File: config.mk
export PLATFORM = sky130hd
export DESIGN_NAME = vram_blit_arbiter
export DESIGN_NICKNAME = d
export VERILOG_FILES = /design/src/rtl/vram_blit_arbiter.sv
export SDC_FILE = /design/constraint.sdc
export NUM_CORES = 1
export LEC_CHECK = 0
export CAP_MARGIN = 10
export CORE_MARGIN = 5
export CORE_UTILIZATION = 45
export CTS_CLUSTER_SIZE = 24
export DETAILED_ROUTE_END_ITERATION = 7
export PLACE_DENSITY = 0.69
export SLEW_MARGIN = 20
export SYNTH_ARGS = -nofsm -noshare
export SYNTH_HDL_FRONTEND = slang
export SYNTH_SLANG_ARGS = --single-unit
export TNS_END_PERCENT = 1
File: constraint.sdc
create_clock -name clk -period 9.6 [get_ports clk]
set_input_delay 0.96 -clock clk [delete_from_list [all_inputs] [get_ports clk]]
set_output_delay 0.96 -clock clk [all_outputs]
set_load 0.005 [all_outputs]
File: src/rtl/vram_blit_arbiter.sv
// rtl/vram_blit_arbiter.sv - sprite blitter from picture ROM into VRAM, sharing the VRAM write port with the CPU
module vram_blit_arbiter #(
    parameter int H_RES  = 320,
    parameter int V_RES  = 240,
    parameter int ROM_AW = 17
) (
    input  logic              clk,
    input  logic              rst,
    input  logic              cpu_vram_we,
    input  logic [17:0]       cpu_vram_addr,
    input  logic [11:0]       cpu_vram_data,
    input  logic              start,
    input  logic              abort,
    input  logic [ROM_AW-1:0] src_base,
    input  logic [8:0]        blit_w,
    input  logic [8:0]        blit_h,
    input  logic [9:0]        dst_x,
    input  logic [8:0]        dst_y,
    input  logic              key_en,
    input  logic [11:0]       key_color,
    output logic [ROM_AW-1:0] rom_addr,
    input  logic [11:0]       rom_data,
    output logic              vram_we,
    output logic [17:0]       vram_addr,
    output logic [11:0]       vram_data,
    output logic              busy,
    output logic              done
);

    typedef enum logic [2:0] {
        S_IDLE,
        S_FETCH,
        S_LATCH,
        S_WRITE,
        S_DONE
    } state_t;

    state_t            state;
    state_t            state_nx;
    logic [8:0]        w_q;
    logic [8:0]        h_q;
    logic [9:0]        dx_q;
    logic [8:0]        dy_q;
    logic              key_en_q;
    logic [11:0]       key_q;
    logic [8:0]        row;
    logic [8:0]        col;
    logic [ROM_AW-1:0] rom_addr_q;
    logic [11:0]       pix_q;

    logic              last_col;
    logic              last_px;
    logic              advance;
    logic [10:0]       px;
    logic [9:0]        py;
    logic [19:0]       lin_addr;
    logic              in_bounds;
    logic              transparent;
    logic              blit_wr;

    assign last_col    = (col == w_q - 9'd1);
    assign last_px     = last_col && (row == h_q - 9'd1);
    assign advance     = (state == S_WRITE) && !cpu_vram_we && !abort;

    assign px          = {1'b0, dx_q} + {2'b00, col};
    assign py          = {1'b0, dy_q} + {1'b0, row};
    assign lin_addr    = 20'(py) * 20'(H_RES) + 20'(px);
    assign in_bounds   = (px < 11'(H_RES)) && (py < 10'(V_RES));
    assign transparent = key_en_q && (pix_q == key_q);
    assign blit_wr     = advance && in_bounds && !transparent;

    // CPU wins the write port outright; the blitter simply stalls in WRITE.
    assign vram_we   = cpu_vram_we ? 1'b1 : blit_wr;
    assign vram_addr = cpu_vram_we ? cpu_vram_addr : lin_addr[17:0];
    assign vram_data = cpu_vram_we ? cpu_vram_data : pix_q;

    assign rom_addr  = rom_addr_q;
    assign busy      = (state != S_IDLE);
    assign done      = (state == S_DONE) && !abort;

    always_comb begin
        state_nx = state;
        case (state)
            S_IDLE: begin
                if (start) begin
                    state_nx = (blit_w == 9'd0 || blit_h == 9'd0) ? S_DONE : S_FETCH;
                end
            end
            S_FETCH: state_nx = S_LATCH;
            S_LATCH: state_nx = S_WRITE;
            S_WRITE: begin
                if (!cpu_vram_we) begin
                    state_nx = last_px ? S_DONE : S_FETCH;
                end
            end
            S_DONE:  state_nx = S_IDLE;
            default: state_nx = S_IDLE;
        endcase
        if (abort && state != S_IDLE) begin
            state_nx = S_IDLE;
        end
    end

    always_ff @(posedge clk or negedge rst) begin
        if (!rst) begin
            state      <= S_IDLE;
            w_q        <= '0;
            h_q        <= '0;
            dx_q       <= '0;
            dy_q       <= '0;
            key_en_q   <= 1'b0;
            key_q      <= '0;
            row        <= '0;
            col        <= '0;
            rom_addr_q <= '0;
            pix_q      <= '0;
        end else begin
            state <= state_nx;
            if (state == S_IDLE && start) begin
                w_q        <= blit_w;
                h_q        <= blit_h;
                dx_q       <= dst_x;
                dy_q       <= dst_y;
                key_en_q   <= key_en;
                key_q      <= key_color;
                row        <= '0;
                col        <= '0;
                rom_addr_q <= src_base;
            end
            // Row stride equals the width, so src + row*w + col just steps by one per pixel.
            if (advance) begin
                rom_addr_q <= rom_addr_q + {{(ROM_AW-1){1'b0}}, 1'b1};
                if (last_col) begin
                    col <= '0;
                    row <= row + 9'd1;
                end else begin
                    col <= col + 9'd1;
                end
            end
            if (state == S_LATCH) begin
                pix_q <= rom_data;
            end
        end
    end

endmodule

==> results.sh, run 1 <==
export IMPL_initialDrtViolationCount=266
export IMPL_clock_sink_count=100
export IMPL_post_synth_instance_area_mm2=0.00696
export IMPL_worstSetupStartpointType="flop"
export IMPL_final_util_pct=59.3
export IMPL_post_cts_setup_buffer_count=0
export IMPL_final_antenna_net_count=0
export IMPL_layout_drive_gt1_share_pct=6.85
export IMPL_cp_max_fo=6
export IMPL_ffs_latches_synth=100
export IMPL_final_setup_tns_ns=0
export IMPL_timing_reg2reg_worst_path_depth=9
export IMPL_synth_xor_area_share_pct=8.18
export IMPL_critPathSlowestCell="sky130_fd_sc_hd__fa_1"
export IMPL_post_synth_and_or_nand_nor_area_fraction_pct=22.1
export IMPL_timing_hold_violations_final=0
export IMPL_die_width_um=134
export IMPL_fraction_of_the_cycle_the_final_worst_path_needs_pct=61.5
export IMPL_wire_per_inst_um=15.8
export IMPL_power_density_cell_area_mw_per_mm2=270
export IMPL_r2r_end="row[7]$_DFF_PN0_"
export IMPL_initial_utilization_pct=45.8
export IMPL_ys_warnings_count=0
export IMPL_power_leakage_uw=0.00402
export IMPL_antennaDiodeCount=0
export IMPL_core_region_area_mm2=0.0152
export IMPL_result_of_the_run="finished clean"
export IMPL_netlist_instances=812
export IMPL_slew_violations=0
export IMPL_endpoint="vram_addr[14]"
export IMPL_vias=6271
export IMPL_timing_critical_path_cells="ha_1 -> fa_1 -> a21o_1 -> a21oi_1 -> xnor2_1 -> and2_1 -> or2_2 -> fa_1 -> inv_1 -> ha_1 -> a21boi_0 -> o21bai_1 -> nor3b_1 -> xor2_1 -> mux2_2 -> clkdlybuf4s50_1"
export IMPL_period_minus_slack_ns=5.90
export IMPL_r2r_slack_ns=6.73
export IMPL_cts_max_level=3
export IMPL_count_of_flip_flops_with_a_built_in_enable_after_synthesis=0
export IMPL_cp_data_required_time_ns=8.64
export IMPL_layout_cell_area_non_filler_mm2=0.00902
export IMPL_synthMuxAreaShare_pct=4.96
export IMPL_port_buffers=163
export IMPL_max_cap_violations=0
export IMPL_ctsRootBufferMaster="sky130_fd_sc_hd__clkbuf_16"
export IMPL_cts_repair_resize_count=0
export IMPL_grt_pass1_wl_um=30400
export IMPL_worst_skew_pair_late_latency_ns=0.36
export IMPL_fp_row_count=45
export IMPL_timing_setup_critical_path_class="reg -> out"
export IMPL_clock_skew_after_layout_ns=0.00899
export IMPL_post_dp_cell_area_mm2=0.00872
export IMPL_finalNetCount=1115
export IMPL_vdd_ir_drop_max_mv=0.117
export IMPL_area_overhead_of_the_layout_relative_to_synthesis_pct=29.6
export IMPL_place_detailed_hpwl_um=13700
export IMPL_detail_route_wirelength_um=18200
export IMPL_setup_worst_path_start="row[0]$_DFF_PN0_"
export IMPL_grt_overflow_total=0
export IMPL_cts_clk_slew_worst_paths_ns=0.08
export IMPL_vias_per_cell=5.45
export IMPL_place_congestion=0.819
export IMPL_finalSetupViolCount=0
export IMPL_synth_async_reset_ratio_pct=100
export IMPL_fill_cells=1381
export IMPL_synth_fa_ha_area_share_pct=8.16
export IMPL_unrepaired_setup_endpoints_after_global_routing="false"
export IMPL_max_slew_margin_rel_pct=32.5
export IMPL_die_h_um=134
export IMPL_hold_path_class="reg -> reg"
export IMPL_critPathCaptureType="output pin"
export IMPL_compound_cell_area_share_of_the_yosys_netlist_pct=17.0
export IMPL_ys_types=64
export IMPL_detail_route_first_pass_iterations=5
export IMPL_pin_count_of_the_biggest_net_entering_global_routing=76
export IMPL_synth_top_family_by_area="simple AND/OR/NAND/NOR gates"
export IMPL_grt_pass1_vias=6251
export IMPL_fmaxAchievable_ghz=0.169
export IMPL_synth_ff_type="sky130_fd_sc_hd__dfrtp_1"
export IMPL_most_common_cell_after_layout_fill_and_taps_aside="sky130_fd_sc_hd__nand2_1"
export IMPL_most_common_layout_cells="187 x sky130_fd_sc_hd__nand2_1, 161 x sky130_fd_sc_hd__clkdlybuf4s50_1, 100 x sky130_fd_sc_hd__dfrtp_1"
export IMPL_worstReg2RegStart="w_q[0]$_DFFE_PN0P_"
export IMPL_critPathMaxStageDelay_ns=0.54
export IMPL_remaining_drc_errors=0
export IMPL_numCtsBuffers=9
export IMPL_postSynthNetCount=969
export IMPL_timing_hold_worst_path_depth=2
export IMPL_maximum_root_to_sink_buffer_count=2
export IMPL_antenna_found_initial=0
export IMPL_worst_slew_pin_transition_ns=1.01
export IMPL_worst_endpoint_arrival_ns=4.94
export IMPL_track_usage_pct=20.6
export IMPL_post_cts_hold_buffer_count=0
export IMPL_synth_area_per_cell_um2=8.57
export IMPL_cts_tree="done"
export IMPL_number_of_top_level_pins=164
export IMPL_die_area_mm2=0.0181
export IMPL_worst_hold_slack_ns=0.477
export IMPL_sequential_to_total_area_share_from_yosys_stat_pct=36.0
flip-flops by register name (all words and copies together), names as in the netlist:
register and flops:
col 9, key_en_q 1, w_q 9, h_q 9, pix_q 12, dx_q 10
row 9, state 3, dy_q 9, key_q 12, rom_addr 17
metrics by stage:
stage	power [µW]	instances	setup slack [ns]
final	2440	1151	3.70
after floorplan	1610	812	4.85
after CTS	2460	1151	3.68
after global routing	2650	1151	3.34
after detailed placement	2080	1135	4.11
after global placement	2060	1135	4.17
Yosys cell counts, types with 3 or more instances:
| library cell | count | share of area, % |
|---|---|---|
| sky130_fd_sc_hd__nand2_1 | 188 | 10 |
| sky130_fd_sc_hd__dfrtp_1 | 100 | 36 |
| sky130_fd_sc_hd__o21ai_0 | 49 | 3.5 |
| sky130_fd_sc_hd__ha_1 | 39 | 7.0 |
| sky130_fd_sc_hd__nor2_1 | 37 | 2.0 |
| sky130_fd_sc_hd__xnor2_1 | 35 | 4.4 |
| sky130_fd_sc_hd__xor2_1 | 30 | 3.8 |
| sky130_fd_sc_hd__a21oi_1 | 29 | 2.1 |
| sky130_fd_sc_hd__mux2_2 | 28 | 4.5 |
| sky130_fd_sc_hd__inv_1 | 27 | 1.5 |
| sky130_fd_sc_hd__clkbuf_1 | 24 | 1.3 |
| sky130_fd_sc_hd__nand3_1 | 22 | 1.6 |
| sky130_fd_sc_hd__nor3_1 | 19 | 1.4 |
| sky130_fd_sc_hd__a21o_1 | 12 | 1.3 |
| sky130_fd_sc_hd__a211oi_1 | 11 | 1.2 |
| sky130_fd_sc_hd__a31oi_1 | 9 | 0.81 |
| sky130_fd_sc_hd__nand2b_1 | 9 | 0.81 |
| sky130_fd_sc_hd__nor4_1 | 9 | 0.81 |
| sky130_fd_sc_hd__nor2b_1 | 8 | 0.72 |
| sky130_fd_sc_hd__o21a_1 | 8 | 0.86 |
| sky130_fd_sc_hd__and2_1 | 7 | 0.63 |
| sky130_fd_sc_hd__and3_1 | 7 | 0.63 |
| sky130_fd_sc_hd__nor3b_1 | 7 | 0.76 |
| sky130_fd_sc_hd__a221o_1 | 6 | 0.86 |
| sky130_fd_sc_hd__nand4_1 | 6 | 0.54 |
| sky130_fd_sc_hd__or3_1 | 6 | 0.54 |
| sky130_fd_sc_hd__o211ai_1 | 5 | 0.54 |
| sky130_fd_sc_hd__o31ai_1 | 5 | 0.54 |
| sky130_fd_sc_hd__buf_4 | 4 | 0.43 |
| sky130_fd_sc_hd__fa_1 | 4 | 1.2 |
| sky130_fd_sc_hd__o21ai_1 | 4 | 0.29 |
| sky130_fd_sc_hd__o21bai_1 | 4 | 0.43 |
| sky130_fd_sc_hd__or2_2 | 4 | 0.36 |
| sky130_fd_sc_hd__a211o_1 | 3 | 0.38 |
| sky130_fd_sc_hd__a21boi_0 | 3 | 0.32 |
| sky130_fd_sc_hd__a22o_1 | 3 | 0.38 |
| sky130_fd_sc_hd__buf_1 | 3 | 0.16 |
| sky130_fd_sc_hd__mux2i_1 | 3 | 0.43 |
| sky130_fd_sc_hd__o311ai_0 | 3 | 0.38 |
how the worst min path moves through the flow:
stage | from | end | slack [ns]
finish | key_en_q$_DFFE_PN0P_ | key_en_q$_DFFE_PN0P_ | 0.48
global route | rom_addr[16]$_DFFE_PN0P_ | rom_addr[16]$_DFFE_PN0P_ | 0.51
CTS | key_en_q$_DFFE_PN0P_ | key_en_q$_DFFE_PN0P_ | 0.49
detailed placement | key_en_q$_DFFE_PN0P_ | key_en_q$_DFFE_PN0P_ | 0.47
global placement | key_en_q$_DFFE_PN0P_ | key_en_q$_DFFE_PN0P_ | 0.47
floorplan | key_en_q$_DFFE_PN0P_ | key_en_q$_DFFE_PN0P_ | 0.45
report_power, final:
group / leakage, µW / internal [µW] / switching [µW] / total [µW]
registers: 0.00125 / 588 / 178 / 766
clock network: 0.000148 / 186 / 187 / 373
logic: 0.00261 / 661 / 635 / 1300
critical path, delay by kind of cell, from the launching register on:
kind	cells	cell delay (ns)
AOI/OAI and AO/OA	4	0.83
xor gates and xnor gates	2	0.37
adders and majority gates	4	1.47
buffers and inverters	2	0.54
DFF	1	0.44
muxes	1	0.17
and+or+nand+nor	3	0.78
kinds of logic after synthesis:
logic type / Yosys count
and+or+nand+nor: 338
AOI/OAI and AO/OA: 175
DFF: 100
xor gates and xnor gates: 65
buffers and inverters: 60
adders and majority gates: 43
muxes: 31
layer usage:
layer | vias to the layer above | routed length [µm] | share of wire (%) | track usage (%)
met1 | 2981 | 7820 | 43 | 25.3
met2 | 125 | 9140 | 50 | 36.0
met3 | 27 | 956 | 5.2 | 5.18
met5 | - | 0 | 0 | 0
met4 | 0 | 331 | 1.8 | 5.32
li1 | 3138 | - | - | -
layout make-up:
class	count	area [µm²]	share of cell area, %
multi-input cells	652	4220	46.7
flip-flops and latches	100	2500	27.7
repair buffers	168	1660	18.4
well taps	188	235	2.61
clock buffers	9	225	2.50
inverters	27	101	1.12
clock inverters	7	78.8	0.874
Power figures use the tool's default switching activity.
==> run 2: changes to the inputs <==
--- a/config.mk
+++ b/config.mk
@@ -10,7 +10,7 @@
 export CORE_UTILIZATION = 45
 export CTS_CLUSTER_SIZE = 24
 export DETAILED_ROUTE_END_ITERATION = 7
-export PLACE_DENSITY = 0.69
+export PLACE_DENSITY = 0.72
 export SLEW_MARGIN = 20
 export SYNTH_ARGS = -nofsm -noshare
 export SYNTH_HDL_FRONTEND = slang
==> constraint.sdc (replaced) <==
create_clock -name clk -period 5.1 [get_ports clk]
set_input_delay 0.51 -clock clk [delete_from_list [all_inputs] [get_ports clk]]
set_output_delay 0.51 -clock clk [all_outputs]
set_load 0.005 [all_outputs]
==> results.sh, run 2 (synthesis results as in run 1) <==
export IMPL_result_of_the_run="finished clean"
export IMPL_pre_cts_slack_ns=0.104
export IMPL_ctsRootBufferMaster="sky130_fd_sc_hd__clkbuf_16"
export IMPL_vias_per_cell=5.45
export IMPL_pin_count_of_the_biggest_net_entering_global_routing=76
export IMPL_postLayoutSetupSlackWorst_ns=0.0698
export IMPL_power_leakage_uw=0.00408
export IMPL_detail_route_first_pass_iterations=5
export IMPL_die_width_um=134
export IMPL_r2r_end="row[7]$_DFF_PN0_"
export IMPL_worst_skew_pair_late_latency_ns=0.35
export IMPL_die_h_um=134
export IMPL_clock_power_share_pct=14.2
export IMPL_final_setup_tns_ns=0
export IMPL_numCtsBuffers=9
export IMPL_final_util_pct=60.3
export IMPL_most_common_layout_cells="187 x sky130_fd_sc_hd__nand2_1, 159 x sky130_fd_sc_hd__clkdlybuf4s50_1, 99 x sky130_fd_sc_hd__dfrtp_1"
export IMPL_fraction_of_the_cycle_the_final_worst_path_needs_pct=98.6
export IMPL_final_antenna_net_count=0
export IMPL_total_switching_power_uw=1930
export IMPL_cts_max_level=3
export IMPL_initialDrtViolationCount=268
export IMPL_power_density_cell_area_mw_per_mm2=512
export IMPL_cts_tree="done"
export IMPL_grt_pass1_wl_um=29700
export IMPL_worst_hold_slack_ns=0.147
export IMPL_max_slew_margin_rel_pct=29.8
export IMPL_worstReg2RegStart="w_q[0]$_DFFE_PN0P_"
export IMPL_vias=6299
export IMPL_timing_hold_violations_final=0
export IMPL_vdd_ir_drop_max_mv=0.234
export IMPL_area_overhead_of_the_layout_relative_to_synthesis_pct=31.7
export IMPL_wire_per_inst_um=15.7
export IMPL_fill_cells=1358
export IMPL_r2r_slack_ns=2.28
export IMPL_fmaxAchievable_ghz=0.199
export IMPL_number_of_top_level_pins=164
export IMPL_unrepaired_setup_endpoints_after_global_routing="true"
export IMPL_timing_setup_critical_path_class="reg -> out"
export IMPL_clock_sink_count=100
export IMPL_worstSetupStartpointType="flop"
export IMPL_place_detailed_hpwl_um=13500
export IMPL_power_share_sequential_pct=30.6
export IMPL_antenna_found_initial=0
export IMPL_max_cap_violations=0
export IMPL_clock_skew_after_layout_ns=0.0117
export IMPL_antennaDiodeCount=0
export IMPL_cp_max_fo=7
export IMPL_grt_overflow_total=0
export IMPL_finalNetCount=1119
export IMPL_finalSetupViolCount=0
export IMPL_track_usage_pct=20.1
export IMPL_dp_cells=1138
export IMPL_post_cts_hold_buffer_count=0
export IMPL_switching_share_pct=41.2
export IMPL_initial_utilization_pct=45.8
export IMPL_core_region_area_mm2=0.0152
export IMPL_largest_register_ff_count=17
export IMPL_detail_route_wirelength_um=18100
export IMPL_fp_row_count=45
export IMPL_die_area_mm2=0.0181
export IMPL_finish_cell_count_without_fillers=1155
export IMPL_place_congestion=0.819
export IMPL_worst_slew_pin_transition_ns=1.05
export IMPL_port_buffers=163
export IMPL_grt_pass1_vias=6154
export IMPL_worst_endpoint_arrival_ns=4.52
export IMPL_hold_path_class="in -> async"
export IMPL_cp_data_required_time_ns=4.59
export IMPL_maximum_root_to_sink_buffer_count=2
export IMPL_slew_violations=0
export IMPL_most_common_cell_after_layout_fill_and_taps_aside="sky130_fd_sc_hd__nand2_1"
export IMPL_timing_reg2reg_worst_path_depth=9
export IMPL_setup_worst_path_start="dy_q[0]$_DFFE_PN0P_"
export IMPL_critPathCaptureType="output pin"
export IMPL_p_int_uw=2760
export IMPL_power_combinational_fraction_pct=55.2
export IMPL_remaining_drc_errors=0
export IMPL_period_minus_slack_ns=5.03
export IMPL_layout_drive_gt1_share_pct=9.10
export IMPL_cts_clk_slew_worst_paths_ns=0.07
run 2: changes by cell type in the layout (fill, tap and decap cells not counted), sizes merged:
cell,delta
inv,-1
clkbuf,+1
clkdlybuf4s50,-2
clkinvlp,+2
buf,+4
dlymetal6s2s,+2
clkinv,-2
run 2: worst max path at each step:
stage,end,slack (ns)
after floorplan,vram_addr[17],0.80
after global placement,vram_addr[17],0.17
after detailed placement,vram_addr[14],0.10
after CTS,vram_addr[17],-0.02
after global routing,vram_addr[16],-0.21
final,vram_addr[16],0.07
run 2: cell type report:
| cell class | count | area [µm²] | area share [%] |
|---|---|---|---|
| multi-input combinational | 652 | 4340 | 47.4 |
| sequential | 100 | 2500 | 27.3 |
| timing repair buffer | 172 | 1700 | 18.5 |
| tap | 188 | 235 | 2.57 |
| clock buffer | 10 | 229 | 2.50 |
| inverter | 27 | 101 | 1.11 |
| clock inverter | 6 | 55.1 | 0.601 |
run 2: timing repair:
item,CTS,global route
pin swaps,0,4
resized for setup,11,17
endpoints found under the setup margin,6,6
buffers inserted,0,1
run 2: layer usage:
metal | vias to the layer above | routed length, µm | global-route usage (%)
met5 | - | 0 | 0
met4 | 0 | 181 | 3.90
met3 | 12 | 1050 | 5.55
met2 | 145 | 8820 | 34.1
met1 | 2993 | 8090 | 25.9
li1 | 3149 | - | -
run 2: critical path: stages, from the launching register on:
cell                              delay [ns]
sky130_fd_sc_hd__dfrtp_1                0.39
sky130_fd_sc_hd__ha_2                   0.20
sky130_fd_sc_hd__fa_2                   0.36
sky130_fd_sc_hd__a21o_1                 0.18
sky130_fd_sc_hd__a21oi_2                0.19
sky130_fd_sc_hd__a21oi_1                0.13
sky130_fd_sc_hd__nor2_1                 0.13
sky130_fd_sc_hd__xnor2_1                0.21
sky130_fd_sc_hd__xor2_1                 0.12
sky130_fd_sc_hd__ha_1                   0.43
sky130_fd_sc_hd__o21a_1                 0.22
sky130_fd_sc_hd__o31a_1                 0.15
sky130_fd_sc_hd__o31ai_4                0.25
sky130_fd_sc_hd__o31ai_4                0.15
sky130_fd_sc_hd__nor4_2                 0.32
sky130_fd_sc_hd__xor2_1                 0.10
sky130_fd_sc_hd__o21ai_1                0.12
sky130_fd_sc_hd__clkdlybuf4s50_1        0.52
run 2: power groups by stage:
stage | sequential [µW] | clock (µW) | combinational (µW)
final | 1440 | 666 | 2590
after global routing | 1490 | 715 | 2890
after CTS | 1440 | 683 | 2540
after detailed placement | 1450 | 0 | 2460
after global placement | 1440 | 0 | 2420
after floorplan | 1350 | 0 | 1670
run 2: stage by stage:
step	total power (µW)	instance area [µm²]
2_1_floorplan	3020	6960
3_3_place_gp	3870	8740
3_5_place_dp	3910	8740
4_1_cts	4660	9070
5_1_grt	5090	9160
6_report	4690	9160
==> run 3: changes to the inputs <==
--- a/config.mk
+++ b/config.mk
@@ -8,8 +8,10 @@
 export CAP_MARGIN = 10
 export CORE_MARGIN = 5
 export CORE_UTILIZATION = 45
+export CTS_BUF_LIST = sky130_fd_sc_hd__clkbuf_4 sky130_fd_sc_hd__clkbuf_8
 export CTS_CLUSTER_SIZE = 24
 export DETAILED_ROUTE_END_ITERATION = 7
+export MAX_ROUTING_LAYER = met4
 export PLACE_DENSITY = 0.72
 export SLEW_MARGIN = 20
 export SYNTH_ARGS = -nofsm -noshare
==> results.sh, run 3 (synthesis results as in run 1) <==
export IMPL_cp_data_required_time_ns=4.59
export IMPL_detail_route_wirelength_um=18100
export IMPL_setup_worst_path_start="dy_q[0]$_DFFE_PN0P_"
export IMPL_cts_clk_slew_worst_paths_ns=0.10
export IMPL_area_overhead_of_the_layout_relative_to_synthesis_pct=30.1
export IMPL_layout_cell_area_non_filler_mm2=0.00905
export IMPL_timing_hold_violations_final=0
export IMPL_finish_cell_count_without_fillers=1156
export IMPL_ctsRootBufferMaster="sky130_fd_sc_hd__clkbuf_8"
export IMPL_grt_overflow_total=0
export IMPL_core_region_area_mm2=0.0152
export IMPL_slew_violations=0
export IMPL_period_minus_slack_ns=5.11
export IMPL_switching_share_pct=42.2
export IMPL_place_congestion=0.831
export IMPL_post_dp_cell_area_mm2=0.00874
export IMPL_vdd_ir_drop_max_mv=0.238
export IMPL_power_share_sequential_pct=31.6
export IMPL_cts_max_level=3
export IMPL_clock_skew_after_layout_ns=0.0204
export IMPL_die_h_um=134
export IMPL_final_util_pct=59.6
export IMPL_place_detailed_hpwl_um=13500
export IMPL_fmaxAchievable_ghz=0.196
export IMPL_most_common_cell_after_layout_fill_and_taps_aside="sky130_fd_sc_hd__nand2_1"
export IMPL_vias=6241
export IMPL_most_common_layout_cells="187 x sky130_fd_sc_hd__nand2_1, 157 x sky130_fd_sc_hd__clkdlybuf4s50_1, 99 x sky130_fd_sc_hd__dfrtp_1"
export IMPL_worstSetupStartpointType="flop"
export IMPL_power_leakage_uw=0.00404
export IMPL_grt_pass1_wl_um=29900
export IMPL_die_width_um=134
export IMPL_cts_tree="done"
export IMPL_p_int_uw=2620
export IMPL_track_usage_pct=20.8
export IMPL_largest_register_ff_count=17
export IMPL_initial_utilization_pct=45.8
export IMPL_clock_sink_count=100
export IMPL_antennaDiodeCount=0
export IMPL_max_slew_margin_rel_pct=30.6
export IMPL_cp_max_fo=4
export IMPL_vias_per_cell=5.40
export IMPL_total_switching_power_uw=1910
export IMPL_hold_path_class="in -> async"
export IMPL_max_cap_violations=0
export IMPL_remaining_drc_errors=0
export IMPL_detail_route_first_pass_iterations=5
export IMPL_violations="negative setup slack"
export IMPL_die_area_mm2=0.0181
export IMPL_unrepaired_setup_endpoints_after_global_routing="true"
export IMPL_initialDrtViolationCount=305
export IMPL_worst_skew_pair_late_latency_ns=0.39
export IMPL_grt_pass1_vias=6203
export IMPL_pin_count_of_the_biggest_net_entering_global_routing=76
export IMPL_clock_power_share_pct=11.1
export IMPL_dp_cells=1138
export IMPL_postLayoutSetupSlackWorst_ns=-0.00935
export IMPL_number_of_top_level_pins=164
export IMPL_worstReg2RegStart="w_q[0]$_DFFE_PN0P_"
export IMPL_result_of_the_run="finished with violations"
export IMPL_timing_setup_critical_path_class="reg -> out"
export IMPL_antenna_found_initial=0
export IMPL_worst_slew_pin_transition_ns=1.04
export IMPL_worst_endpoint_arrival_ns=4.60
export IMPL_layout_drive_gt1_share_pct=8.88
export IMPL_fp_row_count=45
export IMPL_port_buffers=163
export IMPL_finalSetupViolCount=1
export IMPL_final_antenna_net_count=0
export IMPL_critPathCaptureType="output pin"
export IMPL_fraction_of_the_cycle_the_final_worst_path_needs_pct=100
export IMPL_finalNetCount=1120
export IMPL_wire_per_inst_um=15.6
export IMPL_power_combinational_fraction_pct=57.3
export IMPL_maximum_root_to_sink_buffer_count=2
export IMPL_numCtsBuffers=9
export IMPL_power_density_cell_area_mw_per_mm2=500
==> run 3: changes by cell type in the layout (fill, tap and decap cells not counted), sizes merged <==
cell           delta
dlygate4sd2       +2
clkdlybuf4s50     -2
buf               +1
==> run 3: layout make-up <==
type,instances,area [µm²]
fillers,1380,6150
multi-input cells,652,4330
flip-flops and latches,100,2500
repair buffers,173,1700
well taps,188,235
clock buffers,10,131
inverters,27,101
clock inverters,6,55.1
==> run 3: path summary, 6_finish.rpt <==
check                           cells after the start                      end  slack [ns]
worst max register to register                      9         row[7]$_DFF_PN0_        2.27
max in group asynchronous                           2       col[0]$_DFFE_PN0P_        3.83
min in group clk                                    2      dy_q[2]$_DFFE_PN0P_        0.50
worst min register to register                      2      dy_q[2]$_DFFE_PN0P_        0.50
worst min-delay path                                1  rom_addr[9]$_DFFE_PN0P_        0.10
worst max-delay path                               16            vram_addr[14]      -0.009
==> run 3: power by group through the flow <==
stage                     Sequential, µW  Clock (µW)  Combinational, µW
after floorplan                     1350           0               1670
after global placement              1440           0               2420
after detailed placement            1450           0               2460
after CTS                           1440         513               2550
after global routing                1490         548               2900
final                               1430         501               2600
==> run 3: metal layers <==
metal	track usage [%]	vias to the layer above	wire length [µm]
met4	3.51	0	169
li1	-	3147	-
met1	26.5	2938	8200
met5	-	-	0
met3	4.80	18	896
met2	34.6	138	8790
==> run 3: metrics by stage <==
stage	hold slack (ns)	worst slack (ns)	setup TNS [ns]	power, µW
floorplan	0.214	0.799	0	3020
global placement	0.463	0.173	0	3870
detailed placement	0.472	0.104	0	3910
CTS	0.117	-0.0134	-0.0264	4500
global route	0.149	-0.196	-0.257	4930
finish	0.104	-0.00935	-0.00935	4530
==> run 3: worst max-delay path, cell delays in order (launching register included) <==
cell	delay, ns
sky130_fd_sc_hd__dfrtp_1	0.40
sky130_fd_sc_hd__ha_1	0.23
sky130_fd_sc_hd__fa_2	0.36
sky130_fd_sc_hd__a21o_1	0.18
sky130_fd_sc_hd__a21oi_2	0.20
sky130_fd_sc_hd__xnor2_2	0.12
sky130_fd_sc_hd__and2_1	0.18
sky130_fd_sc_hd__or2_2	0.32
sky130_fd_sc_hd__fa_1	0.54
sky130_fd_sc_hd__inv_1	0.04
sky130_fd_sc_hd__ha_1	0.30
sky130_fd_sc_hd__a21boi_4	0.22
sky130_fd_sc_hd__o21bai_4	0.09
sky130_fd_sc_hd__nor3b_2	0.18
sky130_fd_sc_hd__xor2_1	0.18
sky130_fd_sc_hd__mux2_2	0.17
sky130_fd_sc_hd__clkdlybuf4s50_1	0.49
==> run 3: repair_timing <==
item                       4_1_cts  5_1_grt
setup endpoints to repair        6        6
buffers inserted                 0        2
gates resized for setup         16       11
pin swaps                        2        5
hold buffers                     0        0
